===== src/rtl/time_set_ctrl.sv =====
// time_set_ctrl: debounces the clock-board buttons and runs the field-edit FSM that drives the preset bus.
// Optional macro TIME_SET_AUTOREPEAT_EN adds auto-repeat stepping on held up/down while editing.
module time_set_ctrl #(
  parameter int unsigned DEBOUNCE_CYCLES = 1000000,
  parameter int unsigned YEAR_MIN        = 2000,
  parameter int unsigned YEAR_MAX        = 2099,
  parameter int unsigned REPEAT_CYCLES   = 25000000
) (
  input  logic        clk,
  input  logic        rst,
  input  logic        up,
  input  logic        down,
  input  logic        left,
  input  logic        right,
  input  logic        middle,
  input  logic        quick,
  output logic [14:0] year_d,
  output logic [3:0]  month_d,
  output logic [4:0]  day_d,
  output logic [5:0]  hour_d,
  output logic [5:0]  min_d,
  output logic [5:0]  sec_d,
  output logic [3:0]  week_s,
  output logic [3:0]  mode,
  output logic [2:0]  field
);

  localparam int unsigned NBTN    = 6;
  localparam int unsigned DB_W    = (DEBOUNCE_CYCLES > 1) ? $clog2(DEBOUNCE_CYCLES) : 1;
  localparam int unsigned B_UP    = 0;
  localparam int unsigned B_DOWN  = 1;
  localparam int unsigned B_LEFT  = 2;
  localparam int unsigned B_RIGHT = 3;
  localparam int unsigned B_MID   = 4;
  localparam int unsigned B_QUICK = 5;

  typedef enum logic [1:0] {
    S_RUN   = 2'd0,
    S_EDIT  = 2'd1,
    S_LOAD  = 2'd2,
    S_ALARM = 2'd3
  } state_t;

  typedef struct packed {
    logic [14:0] year;
    logic [3:0]  month;
    logic [4:0]  day;
    logic [5:0]  hour;
    logic [5:0]  min;
    logic [5:0]  sec;
    logic [3:0]  week;
  } preset_t;

  localparam preset_t PRESET_RST = '{
    year: 15'd2024, month: 4'd1, day: 5'd1, hour: 6'd0,
    min: 6'd0, sec: 6'd0, week: 4'd1
  };

  logic [NBTN-1:0] raw_c;
  logic [NBTN-1:0] sync1_q, sync1_d;
  logic [NBTN-1:0] sync2_q, sync2_d;
  logic [NBTN-1:0] level_q, level_d;
  logic [NBTN-1:0] prev_q, prev_d;
  logic [NBTN-1:0] pulse_q, pulse_d;
  logic [DB_W-1:0] db_cnt_q [NBTN];
  logic [DB_W-1:0] db_cnt_d [NBTN];

  state_t          state_q, state_d;
  preset_t         cur_q, cur_d;
  preset_t         snap_q, snap_d;
  logic [2:0]      field_q, field_d;
  logic [3:0]      mode_q, mode_d;
  logic            rep_fire_c;

  assign raw_c = {quick, middle, right, left, down, up};

  function automatic logic is_leap(input logic [14:0] y);
    return (((y % 15'd4) == 15'd0) && ((y % 15'd100) != 15'd0)) || ((y % 15'd400) == 15'd0);
  endfunction

  function automatic logic [4:0] days_in_month(input logic [3:0] m, input logic [14:0] y);
    logic [4:0] d;
    case (m)
      4'd2:                    d = is_leap(y) ? 5'd29 : 5'd28;
      4'd4, 4'd6, 4'd9, 4'd11: d = 5'd30;
      default:                 d = 5'd31;
    endcase
    return d;
  endfunction

  // One wrap-around step of the selected field; day is clamped whenever month/year moved.
  function automatic preset_t step_field(input preset_t p, input logic [2:0] f, input logic inc);
    preset_t    r;
    logic [4:0] last;
    r    = p;
    last = days_in_month(p.month, p.year);
    case (f)
      3'd0: begin
        if (inc) r.year = (p.year == 15'(YEAR_MAX)) ? 15'(YEAR_MIN) : p.year + 15'd1;
        else     r.year = (p.year == 15'(YEAR_MIN)) ? 15'(YEAR_MAX) : p.year - 15'd1;
      end
      3'd1: begin
        if (inc) r.month = (p.month == 4'd12) ? 4'd1 : p.month + 4'd1;
        else     r.month = (p.month == 4'd1) ? 4'd12 : p.month - 4'd1;
      end
      3'd2: begin
        if (inc) r.day = (p.day >= last) ? 5'd1 : p.day + 5'd1;
        else     r.day = (p.day <= 5'd1) ? last : p.day - 5'd1;
      end
      3'd3: begin
        if (inc) r.hour = (p.hour == 6'd23) ? 6'd0 : p.hour + 6'd1;
        else     r.hour = (p.hour == 6'd0) ? 6'd23 : p.hour - 6'd1;
      end
      3'd4: begin
        if (inc) r.min = (p.min == 6'd59) ? 6'd0 : p.min + 6'd1;
        else     r.min = (p.min == 6'd0) ? 6'd59 : p.min - 6'd1;
      end
      3'd5: begin
        if (inc) r.sec = (p.sec == 6'd59) ? 6'd0 : p.sec + 6'd1;
        else     r.sec = (p.sec == 6'd0) ? 6'd59 : p.sec - 6'd1;
      end
      default: begin
        if (inc) r.week = (p.week == 4'd6) ? 4'd0 : p.week + 4'd1;
        else     r.week = (p.week == 4'd0) ? 4'd6 : p.week - 4'd1;
      end
    endcase
    if (r.day > days_in_month(r.month, r.year)) r.day = days_in_month(r.month, r.year);
    return r;
  endfunction

  // Synchronizer, per-button stability counter and rising-edge press pulse.
  always_comb begin
    sync1_d = raw_c;
    sync2_d = sync1_q;
    prev_d  = level_q;
    pulse_d = level_q & ~prev_q;
    level_d = level_q;
    for (int i = 0; i < NBTN; i++) begin
      db_cnt_d[i] = '0;
      if (sync2_q[i] != level_q[i]) begin
        if (db_cnt_q[i] == DB_W'(DEBOUNCE_CYCLES - 1)) level_d[i] = sync2_q[i];
        else                                           db_cnt_d[i] = db_cnt_q[i] + DB_W'(1);
      end
    end
  end

`ifdef TIME_SET_AUTOREPEAT_EN
  localparam int unsigned RP_W = (REPEAT_CYCLES > 1) ? $clog2(REPEAT_CYCLES) : 1;

  logic [RP_W-1:0] rep_q, rep_d;
  logic            held_c;

  // Any press pulse (incl. a field change) or release restarts the repeat period.
  always_comb begin
    held_c     = (state_q == S_EDIT) && (level_q[B_UP] != level_q[B_DOWN]);
    rep_d      = '0;
    rep_fire_c = 1'b0;
    if (held_c && (pulse_q == '0)) begin
      if (rep_q == RP_W'(REPEAT_CYCLES - 1)) rep_fire_c = 1'b1;
      else                                   rep_d = rep_q + RP_W'(1);
    end
  end

  always_ff @(posedge clk) begin
    if (rst) rep_q <= '0;
    else     rep_q <= rep_d;
  end
`else
  logic rep_unused_c;

  // REPEAT_CYCLES has no effect in this build.
  assign rep_unused_c = (REPEAT_CYCLES != 0);
  assign rep_fire_c   = 1'b0;
`endif

  // Edit FSM: only the highest-priority pulse acts; opposing pairs cancel.
  always_comb begin
    state_d = state_q;
    cur_d   = cur_q;
    snap_d  = snap_q;
    field_d = field_q;
    case (state_q)
      S_RUN: begin
        if (pulse_q[B_QUICK]) begin
          state_d = S_ALARM;
        end else if (pulse_q[B_MID]) begin
          state_d = S_EDIT;
          field_d = 3'd0;
          snap_d  = cur_q;
        end
      end
      S_EDIT: begin
        if (pulse_q[B_QUICK]) begin
          state_d = S_RUN;
          cur_d   = snap_q;
        end else if (pulse_q[B_MID]) begin
          state_d = S_LOAD;
        end else if (pulse_q[B_LEFT] || pulse_q[B_RIGHT]) begin
          if (pulse_q[B_RIGHT] && !pulse_q[B_LEFT])
            field_d = (field_q == 3'd6) ? 3'd0 : field_q + 3'd1;
          else if (pulse_q[B_LEFT] && !pulse_q[B_RIGHT])
            field_d = (field_q == 3'd0) ? 3'd6 : field_q - 3'd1;
        end else if (pulse_q[B_UP] != pulse_q[B_DOWN]) begin
          cur_d = step_field(cur_q, field_q, pulse_q[B_UP]);
        end else if (rep_fire_c) begin
          cur_d = step_field(cur_q, field_q, level_q[B_UP]);
        end
      end
      S_LOAD: begin
        state_d = S_RUN;
      end
      default: begin
        if (pulse_q[B_QUICK] || pulse_q[B_MID]) state_d = S_RUN;
      end
    endcase
    case (state_d)
      S_RUN:   mode_d = 4'd0;
      S_EDIT:  mode_d = 4'd1;
      S_LOAD:  mode_d = 4'd2;
      default: mode_d = 4'd3;
    endcase
  end

  always_ff @(posedge clk) begin
    if (rst) begin
      sync1_q <= '0;
      sync2_q <= '0;
      level_q <= '0;
      prev_q  <= '0;
      pulse_q <= '0;
      for (int i = 0; i < NBTN; i++) db_cnt_q[i] <= '0;
      state_q <= S_RUN;
      cur_q   <= PRESET_RST;
      snap_q  <= PRESET_RST;
      field_q <= 3'd0;
      mode_q  <= 4'd0;
    end else begin
      sync1_q <= sync1_d;
      sync2_q <= sync2_d;
      level_q <= level_d;
      prev_q  <= prev_d;
      pulse_q <= pulse_d;
      for (int i = 0; i < NBTN; i++) db_cnt_q[i] <= db_cnt_d[i];
      state_q <= state_d;
      cur_q   <= cur_d;
      snap_q  <= snap_d;
      field_q <= field_d;
      mode_q  <= mode_d;
    end
  end

  assign year_d  = cur_q.year;
  assign month_d = cur_q.month;
  assign day_d   = cur_q.day;
  assign hour_d  = cur_q.hour;
  assign min_d   = cur_q.min;
  assign sec_d   = cur_q.sec;
  assign week_s  = cur_q.week;
  assign mode    = mode_q;
  assign field   = field_q;

endmodule


===== config.mk =====
export PLATFORM = sky130hd
export DESIGN_NAME = time_set_ctrl
export DESIGN_NICKNAME = d
export VERILOG_FILES = /design/src/rtl/time_set_ctrl.sv
export SDC_FILE = /design/constraint.sdc
export NUM_CORES = 1
export LEC_CHECK = 0
export ABC_AREA = 0
export BUFFER_PORTS_ARGS = -buffer_cell sky130_fd_sc_hd__buf_4
export CAP_MARGIN = 5
export CORE_AREA = 2 2 225 227
export CTS_BUF_LIST = sky130_fd_sc_hd__clkbuf_4 sky130_fd_sc_hd__clkbuf_8
export CTS_CLUSTER_SIZE = 25
export DETAILED_ROUTE_END_ITERATION = 10
export DIE_AREA = 0 0 227 229
export GPL_ROUTABILITY_DRIVEN = 1
export PLACE_DENSITY_LB_ADDON = 0.25
export SYNTH_ARGS = -nofsm -noshare
export SYNTH_HDL_FRONTEND = slang
export SYNTH_SLANG_ARGS = --single-unit

===== constraint.sdc =====
create_clock -name clk -period 15.2 [get_ports clk]
set_clock_uncertainty 0.2 [all_clocks]
set_input_delay 1.52 -clock clk [delete_from_list [all_inputs] [get_ports clk]]
set_output_delay 1.52 -clock clk [all_outputs]
set_load 0.05 [all_outputs]

* Word-level counts from Yosys, hierarchy flattened
Memory sizes are Yosys's and may differ from the RTL's. Cells that the tools add are included. Widths: inputs -> output; s select.
Storage, ports and cells: output and inout port bits 53, bits in registers 131, input bits 8, memories 1, memory bits (writable) 120, logic and storage cells 260
Cells by class: $add $sub $neg 22, bitwise operators 9, eq/ne operators 50, muxes and demuxes 100, reduce and logical (&&, ||, !) cells 44, div/mod/pow operators 4, $lt $le $gt $ge 3
Memories:
- db_cnt_q | depth 6, bits a word 20, read ports 6, clocked after memory_dff 0, wr ports 6, line 65 | logic [DB_W-1:0] db_cnt_q [NBTN];
Operators with widths (count):
- $mux 20 | 18
- $mux 46 | 4
- $mux 15 | 9
- $add 20x1->20 const B | 6
- $eq 20x20->1 const B | 6
- $mux 5 | 20
- $mux 6 | 12
- $logic_not 15->1 | 4
- $mux 4 | 13
- $mod 15x7->15 const B | 2
- $mod 15x9->15 const B | 2
- $reduce_bool 15->1 | 2
- $mux 3 | 9
- $eq 4x3->1 const B | 5
- $eq 4x4->1 const B | 5
- $reduce_and 5->1 | 4
- $add 6x1->6 const B | 3
- $logic_not 6->1 | 3
- $sub 6x1->6 const B | 3
- $add 15x1->15 const B | 1
- $eq 15x11->1 const B | 1
- $eq 15x12->1 const B | 1
- $sub 15x1->15 const B | 1
- $eq 6x6->1 const B | 2
- other kinds (43) | 96

* Logic depth before layout (Yosys ltp)
Gate-level depths: netlist of the first run.
depth after elaboration 26, mapped depth 41, depth with buffers taken out 38

* Least setup slack after synthesis of the first run
OpenSTA, ideal clock, no wires.
kind register -> register, start register cur_q (netlist bit year_d[13]), end register cur_q (netlist bit day_d[1]), path buffers 2, setup time 70 ps, slack 6503 ps, required time 14930 ps, arrival time 8427 ps, stages on the path, launching flop included 41, clock period less this slack 8697 ps, path through dfxtp_1 -> clkbuf_1 -> buf_1 -> nand2_1 -> a211o_1 -> a32o_1 -> or2_2 -> a2bb2oi_1 -> or3_1 -> o211ai_1 -> o31ai_1 -> or4_1 -> a32oi_1 -> o21ai_0 -> a31oi_1 -> o21ai_0 -> nand2b_1 -> a21oi_1 -> [... 5 more ...] -> a221oi_1 -> ha_1 -> nand2b_1 -> a21oi_1 -> nand2b_1 -> nor2_1 -> nor2_1 -> a221oi_1 -> a21oi_1 -> ha_1 -> nand2_1 -> o21ai_0 -> or4_1 -> nor2_1 -> a21oi_1 -> o21ai_0 -> nand2_1 -> a21oi_1
Between the ends: cells in the longest elaborated chain, start to end 26, elaborated cells between the ends (all ways) 56, those cells by class 2 x add/sub; 4 x div; 2 x order compare; 2 x eq/ne; 37 x mux; 9 x reduce/logical
Ends and longest elaborated chain:
- from (decl) | line 69 | preset_t cur_q, cur_d;
- from (signal assigned) | line 245 | cur_q <= cur_d;
- $sub 15x1->15 (tied with other cells)
- $mux 15 (tied with other cells) | line 100 | else r.year = (p.year == 15'(YEAR_MIN)) ? 15'(YEAR_MAX) : p.year - 15'd1;
- $mux 15 or $logic_and 1x1->1 (tied branches)
- $mux 15 or $logic_or 1x1->1 (tied branches)
- $mux 15 or $mux 1 (tied branches) | line 203, 84
- $mux 15 or $pmux 2 s2 (tied branches) | line 198, 83
- $mux 15 or $mux 5 (tied branches) | line 196, 203
- $mux 15 or $mux 5 (tied branches) | line 193, 198
- [... 10 more ...]
- $mux 5 | line 193 | if (pulse_q[B_QUICK]) begin
- $mux 5 | line 182 | case (state_q)
- $gt 5x5->1 | line 127 | if (r.day > days_in_month(r.month, r.year)) r.day = days_in_month(r.month, r.year);
- $mux 5 (*) | line 127
- $mux 46 (*) | line 203 | end else if (pulse_q[B_UP] != pulse_q[B_DOWN]) begin
- $mux 46 (*) | line 198 | end else if (pulse_q[B_LEFT] || pulse_q[B_RIGHT]) begin
- $mux 46 (*) | line 196 | end else if (pulse_q[B_MID]) begin
- $mux 46 (*) | line 193
Mark *: on every way between the ends. The rest lies on a longest branch, timed or not. The select of a mux whose other input is x is not followed. A chain may end at the register's enable or synchronous reset.

* Worst setup path after layout of the first run
start register cur_q (netlist bit year_d[12]), end register cur_q (netlist bit day_d[1])
Same word-level chain as after synthesis.

==> flow_metrics.env, run 1 <==
export IMPL_status="complete, no violations"
export IMPL_finalHoldViolCount=0
export IMPL_drtPass1Iterations=6
export IMPL_cts_tree="built"
export IMPL_critical_path_class="reg2reg"
export IMPL_wl_per_cell_um=15.8
export IMPL_gp_congestion=0.914
export IMPL_seq_area_frac_synth_pct=30.7
export IMPL_grt_pass1_wl_mm=75.1
export IMPL_p_leak_nw=6.28
export IMPL_nNetsFinal=2201
export IMPL_synth_warnings=0
export IMPL_dieArea_sq_um=52000
export IMPL_power_density_nw_per_um2=76.1
export IMPL_cp_required_ps=15540
export IMPL_dp_hpwl_mm=30.3
export IMPL_synth_compound_gate_area_share_pct=23.8
export IMPL_setup_worst_path_end_class="flip-flop"
export IMPL_antenna_left=0
export IMPL_fill_cells=5307
export IMPL_track_usage_pct=17.2
export IMPL_clock_root_buffer="clkbuf_8"
export IMPL_critPathMaxStageDelay_ps=830
export IMPL_crit_slowest_cell="dfxtp_1"
export IMPL_crit_top_cell="o21ai_0"
export IMPL_vias_per_cell=5.53
export IMPL_yosys_register_bits=248
export IMPL_vias=15800
export IMPL_synth_top_family_by_area="simple AND/OR/NAND/NOR gates"
export IMPL_antenna_found_initial=0
export IMPL_synth_area_sq_um=16200
export IMPL_synth_largest_area_cell="dfxtp_1"
export IMPL_cp_num_cells=38
export IMPL_fp_dieH_um=229
export IMPL_drt_iter0_drc=1208
export IMPL_timing_final_crit_share_pct=67.1
export IMPL_slew_viol_final=0
export IMPL_timing_hold_ws_ps=180
export IMPL_clk_path_buf_depth=3
export IMPL_cp_arrival_ps=10540
export IMPL_async_flop_share_pct=0
export IMPL_clock_latency_ps=610
export IMPL_synthAdderAreaFrac_pct=3.29
export IMPL_register_area_sq_um=4970
export IMPL_multi_input_area_sq_um=10400
export IMPL_hold_class="reg2reg"
export IMPL_area_growth_syn_to_layout_pct=11.6
export IMPL_synthSimpleGateAreaFrac_pct=28.4
export IMPL_start_util_pct=32.5
export IMPL_cpLargestDelayFamily="compound AO/OA/AOI/OAI gates"
export IMPL_cts_htree_levels=2
export IMPL_relSlewSlack_pct=27.2
export IMPL_cp_start_kind="flip-flop"
export IMPL_syn_avg_cell_area_sq_um=7.45
export IMPL_synth_ff_type="dfxtp_1"
export IMPL_rsz0062_at_grt="false"
export IMPL_ctsResizeCount=0
export IMPL_io_buffers=58
export IMPL_synth_edf_count=0
export IMPL_drc=0
export IMPL_max_freq_mhz=98.0
export IMPL_max_cap_violations=0
export IMPL_cts_sinks=248
export IMPL_clk_pin_slew_ps=60
export IMPL_synth_top_cell_area_share_pct=30.7
export IMPL_holdBufCountCts=0
export IMPL_reg2reg_depth=38
export IMPL_grt_max_degree=84
export IMPL_yosys_top_cells_count="nor2_1, nand2_1, dfxtp_1"
export IMPL_post_cts_buffers=0
export IMPL_synth_cells=2168
export IMPL_ys_top_cells_by_area="dfxtp_1, nor2_1, nand2_1"
export IMPL_peakVddDrop_mv=0.0526
export IMPL_routed_wl_mm=45.3
export IMPL_fin_crit_ps=10200
export IMPL_die_w_um=227
export IMPL_worstHoldPathCells=1
export IMPL_path_max_fanout=24
export IMPL_synth_xor_area_share_pct=6.61
export IMPL_numCtsBuffers=45
export IMPL_setup_violations=0
export IMPL_synth_distinct_cells=107
export IMPL_overflow=0
export IMPL_yosysMostFrequentCell="nor2_1"
export IMPL_tns_ps=0
export IMPL_drive_gt1_share_pct=9.79
export IMPL_worst_pin_slew_ps=1090
export IMPL_rows=82
export IMPL_muxShareOfSynthArea_pct=2.42
export IMPL_insertedDiodeCount=0
export IMPL_io_pin_count=61
export IMPL_grt_pass1_vias=14600
export IMPL_crit_buf_inv=0
export IMPL_core_area_sq_um=49700
[logic make-up after synthesis]
| kind of cell | count (synthesis) |
|---|---|
| other | 1 |
| AND/OR/NAND/NOR | 954 |
| XOR/XNOR | 122 |
| flip-flops | 248 |
| AO/OA/AOI/OAI | 565 |
| adder cells (fa/ha/maj) | 43 |
| buffers and inverters | 198 |
| multiplexers | 37 |
[final timing paths]
| path | start | to | slack, ps |
|---|---|---|---|
| max | year_d[12] | day_d[1] | 5000 |
| min | prev_q[5] | pulse_q[5] | 180 |
| max reg2reg | year_d[12] | day_d[1] | 5000 |
| min reg2reg | prev_q[5] | pulse_q[5] | 180 |
[routing by layer]
metal | up-vias | wire, um | global-route usage (%) | share of wire (%)
li1 | 7802 | - | - | -
met3 | 90 | 2600 | 3.30 | 5.7
met5 | - | 0 | 0 | 0
met1 | 7498 | 21200 | 23.3 | 47
met2 | 425 | 20400 | 27.7 | 45
met4 | 0 | 1070 | 5.15 | 2.4
[cells in the final DEF (no fill, tap or decap), types with 9 or more instances in the layout]
cell type / count
a21o_1: 9
inv_1: 63
o32ai_1: 9
mux2i_1: 29
nor2_1: 280
clkbuf_4: 18
dfxtp_1: 246
xnor2_1: 64
clkbuf_8: 56
nor4b_1: 15
or4_1: 10
buf_4: 70
or3_1: 34
nor3_1: 51
nor4_1: 23
o21ai_1: 10
a211o_1: 15
nand2_1: 266
a31oi_1: 27
nand4_1: 30
nand3b_1: 16
a21oi_1: 160
and3_1: 43
o21ai_0: 93
o31ai_1: 12
nor2b_1: 32
nand3_1: 91
nand2b_1: 11
o211ai_1: 30
o21a_1: 14
a211oi_1: 30
xor2_1: 58
o22ai_1: 22
ha_1: 40
[where the power goes]
group / internal (mW) / switching, mW / total (mW)
sequential: 0.652 / 0.00104 / 0.653
combinational: 0.00342 / 0.0103 / 0.0137
clock: 0.411 / 0.294 / 0.705
[per-stage QoR]
step           util (%)  total power [mW]  std cells  cell area [sq um]  setup slack [ps]
5_1_grt            36.3              1.43       2859              18000              3780
3_3_place_gp       34.3             0.681       2778              17000              5280
3_5_place_dp       34.3             0.681       2778              17000              5130
6_report           36.3              1.37       2859              18000              5000
2_1_floorplan         -             0.677       2169              16200              6500
4_1_cts            36.3              1.40       2859              18000              5080
[registers in the layout, indices dropped and copies added, names as in the netlist, 3 cells and up]
register and flops:
db_cnt_q 120, snap_q 46, year_d 15, hour_d 6, level_q 6, min_d 6
prev_q 6, pulse_q 6, sec_d 6, sync1_q 6, sync2_q 6, day_d 5
month_d 4, week_s 4, field 3
[worst register-to-register path: cells and delay by family (launching register included)]
family / cells / cell delay, ps
AO/OA/AOI/OAI: 21 / 5030
XOR/XNOR: 2 / 810
adder cells (fa/ha/maj): 2 / 600
flip-flops: 1 / 830
multiplexers: 1 / 330
AND/OR/NAND/NOR: 12 / 2340
[layout make-up]
| cell class | instances | share of cell area (%) |
|---|---|---|
| multi-input cells | 1723 | 57.9 |
| flip-flops and latches | 248 | 27.6 |
| clock buffers | 74 | 5.02 |
| well taps | 672 | 4.66 |
| repair buffers | 70 | 2.91 |
| inverters | 65 | 1.35 |
| clock inverters | 7 | 0.555 |
Power figures use the tool's default switching activity.
==> inputs of run 2 (changes only) <==
==> constraint.sdc (replaced) <==
create_clock -name clk -period 8.4 [get_ports clk]
set_clock_uncertainty 0.2 [all_clocks]
set_input_delay 0.84 -clock clk [delete_from_list [all_inputs] [get_ports clk]]
set_output_delay 0.84 -clock clk [all_outputs]
set_load 0.05 [all_outputs]
==> flow_metrics.env, run 2 (same netlist as run 1, synthesis figures left out) <==
export IMPL_finalWorstSetupSlack_ps=-76.4
export IMPL_pre_cts_ws_ps=-190
export IMPL_clk_pin_slew_ps=60
export IMPL_largest_reg_flops=120
export IMPL_status="finished, violations left"
export IMPL_cts_sinks=248
export IMPL_clock_root_buffer="clkbuf_8"
export IMPL_io_pin_count=61
export IMPL_clk_path_buf_depth=3
export IMPL_numCtsBuffers=45
export IMPL_timing_hold_ws_ps=179
export IMPL_area_growth_syn_to_layout_pct=22.1
export IMPL_multi_input_area_sq_um=10900
export IMPL_reg2reg_depth=32
export IMPL_vias=16400
export IMPL_antenna_left=0
export IMPL_antenna_found_initial=0
export IMPL_relSlewSlack_pct=25.0
export IMPL_cp_start_kind="flip-flop"
export IMPL_placed_cell_area_sq_um=18100
export IMPL_timing_final_crit_share_pct=101
export IMPL_cts_tree="built"
export IMPL_overflow=0
export IMPL_max_cap_violations=0
export IMPL_die_w_um=227
export IMPL_peakVddDrop_mv=0.148
export IMPL_clock_latency_ps=640
export IMPL_setup_violations=2
export IMPL_final_common_cell="nor2_1"
export IMPL_max_freq_mhz=118
export IMPL_p_leak_nw=7.19
export IMPL_worstHoldStart="prev_q[0]"
export IMPL_start_util_pct=32.5
export IMPL_insertedDiodeCount=0
export IMPL_setup_worst_path_end_class="flip-flop"
export IMPL_grt_pass1_wl_mm=77.9
export IMPL_fill_cells=5163
export IMPL_drc=0
export IMPL_cpLargestDelayFamily="compound AO/OA/AOI/OAI gates"
export IMPL_power_density_nw_per_um2=122
export IMPL_final_util_pct=39.8
export IMPL_dp_hpwl_mm=32.3
export IMPL_finalInstanceArea_sq_um=19700
export IMPL_r2r_slack_ps=-80
export IMPL_violations="setup timing"
export IMPL_critical_path_class="reg2reg"
export IMPL_drive_gt1_share_pct=19.7
export IMPL_worstHoldPathCells=1
export IMPL_vias_per_cell=5.41
export IMPL_fin_crit_ps=8480
export IMPL_worst_pin_slew_ps=1130
export IMPL_drt_iter0_drc=941
export IMPL_wl_per_cell_um=15.6
export IMPL_m1WireLength_mm=22.2
export IMPL_cts_htree_levels=2
export IMPL_hold_class="reg2reg"
export IMPL_cp_required_ps=8710
export IMPL_dr_wl_met3_mm=1.99
export IMPL_track_usage_pct=17.9
export IMPL_regMostFlops="db_cnt_q"
export IMPL_cp_arrival_ps=8790
export IMPL_reg2reg_from="year_d[14]"
export IMPL_routed_wl_mm=47.3
export IMPL_rows=82
export IMPL_tns_ps=-110
export IMPL_nNetsFinal=2374
export IMPL_crit_slowest_cell="or4b_4"
export IMPL_crit_buf_inv=4
export IMPL_register_area_sq_um=4980
export IMPL_regToRegEndpoint="day_d[0]"
export IMPL_top_layer="met4"
export IMPL_fp_dieH_um=229
export IMPL_finalHoldViolCount=0
export IMPL_io_buffers=58
export IMPL_grt_max_degree=74
export IMPL_crit_top_cell="or3_4"
export IMPL_rsz0062_at_grt="true"
export IMPL_grt_pass1_vias=15600
export IMPL_drtPass1Iterations=6
export IMPL_core_area_sq_um=49700
export IMPL_slew_viol_final=0
export IMPL_min_to="pulse_q[0]"
export IMPL_path_max_fanout=8
export IMPL_critPathMaxStageDelay_ps=560
export IMPL_final_cell_mix="nor2_1, nand2_1, dfxtp_1"
export IMPL_gp_congestion=0.918
export IMPL_dieArea_sq_um=52000
export IMPL_dr_wl_met2_mm=22.1
run 2: cell count changes in the layout (fill, tap and decap cells not counted), sizes merged:
| cell | before | now |
|---|---|---|
| bufinv | 2 | 1 |
| clkbuf | 74 | 64 |
| buf | 70 | 243 |
| clkinv | 6 | 14 |
run 2: stage by stage:
step                cells  total power, mW
floorplan            2169             1.23
global placement     2916             1.23
detailed placement   2916             1.23
CTS                  2995             2.45
global route         3029             2.50
finish               3029             2.40
run 2: worst max-delay path by stage:
| stage | depth (start not counted) | from | endpoint | slack, ps |
|---|---|---|---|---|
| global placement | 34 | year_d[13] | day_d[1] | -50 |
| detailed placement | 37 | year_d[14] | day_d[0] | -190 |
| global route | 36 | year_d[14] | day_d[1] | -390 |
| CTS | 31 | year_d[9] | day_d[0] | 20 |
| floorplan | 40 | year_d[12] | day_d[1] | 6 |
| finish | 32 | year_d[14] | day_d[0] | -80 |
run 2: cell type report:
class,instances,share of cell area [%]
Clock buffer,64,4.08
Clock inverter,14,0.653
Inverter,65,1.24
Multi-Input combinational cell,1723,55.1
Sequential cell,248,25.2
Tap cell,672,4.26
Timing Repair Buffer,243,9.44
run 2: where the power goes:
part	switching, mW	internal (mW)
clock	0.538	0.656
combinational	0.0181	0.00617
sequential	0.00208	1.18
run 2: routing by layer:
| metal | global-route usage [%] | vias to the layer above |
|---|---|---|
| met2 | 29.6 | 373 |
| li1 | - | 8140 |
| met5 | 0 | - |
| met3 | 2.80 | 75 |
| met4 | 5.45 | 0 |
| met1 | 23.7 | 7807 |
run 2: repair_timing:
item / CTS / global route
endpoints found under the setup margin: 2 / 2
hold endpoints to repair: 0 / 0
hold buffers: 0 / 0
gates resized for setup: 10 / 95
buffers inserted: 1 / 34
pin swaps: 3 / 46
==> inputs of run 3 (changes only) <==
--- a/config.mk
+++ b/config.mk
@@ -8,6 +8,8 @@
 export ABC_AREA = 0
 export BUFFER_PORTS_ARGS = -buffer_cell sky130_fd_sc_hd__buf_4
 export CAP_MARGIN = 5
+export CELL_PAD_IN_SITES_DETAIL_PLACEMENT = 0
+export CELL_PAD_IN_SITES_GLOBAL_PLACEMENT = 1
 export CORE_AREA = 2 2 225 227
 export CTS_BUF_LIST = sky130_fd_sc_hd__clkbuf_4 sky130_fd_sc_hd__clkbuf_8
 export CTS_CLUSTER_SIZE = 25
==> flow_metrics.env, run 3 (same netlist as run 1, synthesis figures left out) <==
export IMPL_clk_pin_slew_ps=60
export IMPL_grt_pass1_vias=15500
export IMPL_setup_worst_path_end_class="flip-flop"
export IMPL_dp_hpwl_mm=34.1
export IMPL_rsz0062_at_grt="true"
export IMPL_stdcell_count=3078
export IMPL_cp_required_ps=8650
export IMPL_vias_per_cell=5.37
export IMPL_hold_class="reg2reg"
export IMPL_die_w_um=227
export IMPL_clk_path_buf_depth=3
export IMPL_dp_cells=2969
export IMPL_cts_tree="built"
export IMPL_io_buffers=58
export IMPL_largest_reg_flops=120
export IMPL_drc=0
export IMPL_setup_violations=0
export IMPL_core_area_sq_um=49700
export IMPL_routed_wl_mm=49.7
export IMPL_antenna_left=0
export IMPL_fp_dieH_um=229
export IMPL_timing_final_crit_share_pct=98.3
export IMPL_final_util_pct=40.9
export IMPL_cts_htree_levels=2
export IMPL_cts_sinks=248
export IMPL_gp_congestion=0.900
export IMPL_clock_latency_ps=600
export IMPL_track_usage_pct=18.4
export IMPL_peakVddDrop_mv=0.0851
export IMPL_max_cap_violations=0
export IMPL_critical_path_class="reg2reg"
export IMPL_path_max_fanout=9
export IMPL_drtPass1Iterations=8
export IMPL_drt_iter0_drc=1017
export IMPL_max_freq_mhz=121
export IMPL_numCtsBuffers=47
export IMPL_grt_pass1_wl_mm=79.3
export IMPL_power_density_nw_per_um2=122
export IMPL_drive_gt1_share_pct=22.1
export IMPL_critPathMaxStageDelay_ps=580
export IMPL_relSlewSlack_pct=29.9
export IMPL_worst_pin_slew_ps=1040
export IMPL_p_total_mw=2.47
export IMPL_slew_viol_final=0
export IMPL_start_util_pct=32.5
export IMPL_vias=16500
export IMPL_final_cell_mix="buf_4, nor2_1, nand2_1"
export IMPL_finalHoldViolCount=0
export IMPL_p_leak_nw=7.46
export IMPL_insertedDiodeCount=0
export IMPL_wl_per_cell_um=16.1
export IMPL_grt_max_degree=88
export IMPL_cp_arrival_ps=8510
export IMPL_antenna_found_initial=0
export IMPL_regMostFlops="db_cnt_q"
export IMPL_final_common_cell="buf_4"
export IMPL_clock_root_buffer="clkbuf_8"
export IMPL_fin_crit_ps=8260
export IMPL_status="complete, no violations"
export IMPL_overflow=0
export IMPL_dieArea_sq_um=52000
export IMPL_cp_start_kind="flip-flop"
export IMPL_io_pin_count=61
export IMPL_rows=82
export IMPL_holdBufCountCts=0
export IMPL_nNetsFinal=2419
export IMPL_crit_slowest_cell="or4b_4"
export IMPL_area_growth_syn_to_layout_pct=25.5
-- run 3: changes by cell type in the layout (fill, tap and decap cells not counted), moves of 4 or more --
cell	before	now
dfxtp_2	8	3
clkbuf_4	12	16
nor4_2	2	6
buf_4	237	278
o21ai_0	84	80
o21ai_1	11	17
clkbuf_8	52	61
a21oi_1	155	151
clkinv_2	10	3
buf_6	4	8
-- run 3: final cells by class --
class                           instances  area, sq um
Fill cell                            5171        29400
Multi-Input combinational cell       1723        11000
Sequential cell                       248         4990
Timing Repair Buffer                  286         2180
Clock buffer                           77          960
Tap cell                              672          841
Inverter                               65          244
Clock inverter                          7         53.8
-- run 3: what timing repair did --
| item | 4_1_cts | 5_1_grt |
|---|---|---|
| buffers inserted | 2 | 23 |
| pin swaps | 2 | 46 |
| endpoints found under the setup margin | 2 | 3 |
| gates resized for setup | 4 | 136 |
-- run 3: report_power, final --
group,switching [mW],internal [mW],leakage (nW)
combinational,0.0182,0.00619,4.92
sequential,0.00177,1.18,2.00
clock,0.538,0.723,0.540
total,0.558,1.91,7.46
-- run 3: critical path, delay by kind of cell (launching register included) --
family | cells | cell delay (ps)
AO/OA/AOI/OAI | 14 | 2940
adder cells (fa/ha/maj) | 2 | 570
AND/OR/NAND/NOR | 12 | 3160
buffers and inverters | 4 | 590
multiplexers | 1 | 270
flip-flops | 1 | 360
-- run 3: worst paths after layout --
kind | from | endpoint | slack [ps] | depth (start not counted)
max | year_d[13] | day_d[1] | 140 | 33
min | prev_q[5] | pulse_q[5] | 170 | 1
max reg2reg | year_d[13] | day_d[1] | 140 | 33
min reg2reg | prev_q[5] | pulse_q[5] | 170 | 1
-- run 3: metal layers --
layer | track usage [%] | up-vias | share of wire [%]
met5 | 0 | - | 0
met4 | 5.35 | 0 | 2.4
met3 | 2.92 | 89 | 4.6
li1 | - | 8233 | -
met1 | 24.7 | 7833 | 47
met2 | 30.4 | 364 | 46
-- run 3: through the flow --
| stage | setup TNS [ps] | hold slack [ps] | instance area [sq um] | worst slack [ps] |
|---|---|---|---|---|
| floorplan | 0 | 167 | 16200 | 5.57 |
| global placement | 0 | 168 | 18500 | 15.5 |
| detailed placement | -56.6 | 169 | 18500 | -34.1 |
| CTS | 0 | 178 | 19500 | 5.51 |
| global route | -397 | 185 | 20300 | -210 |
| finish | 0 | 174 | 20300 | 145 |
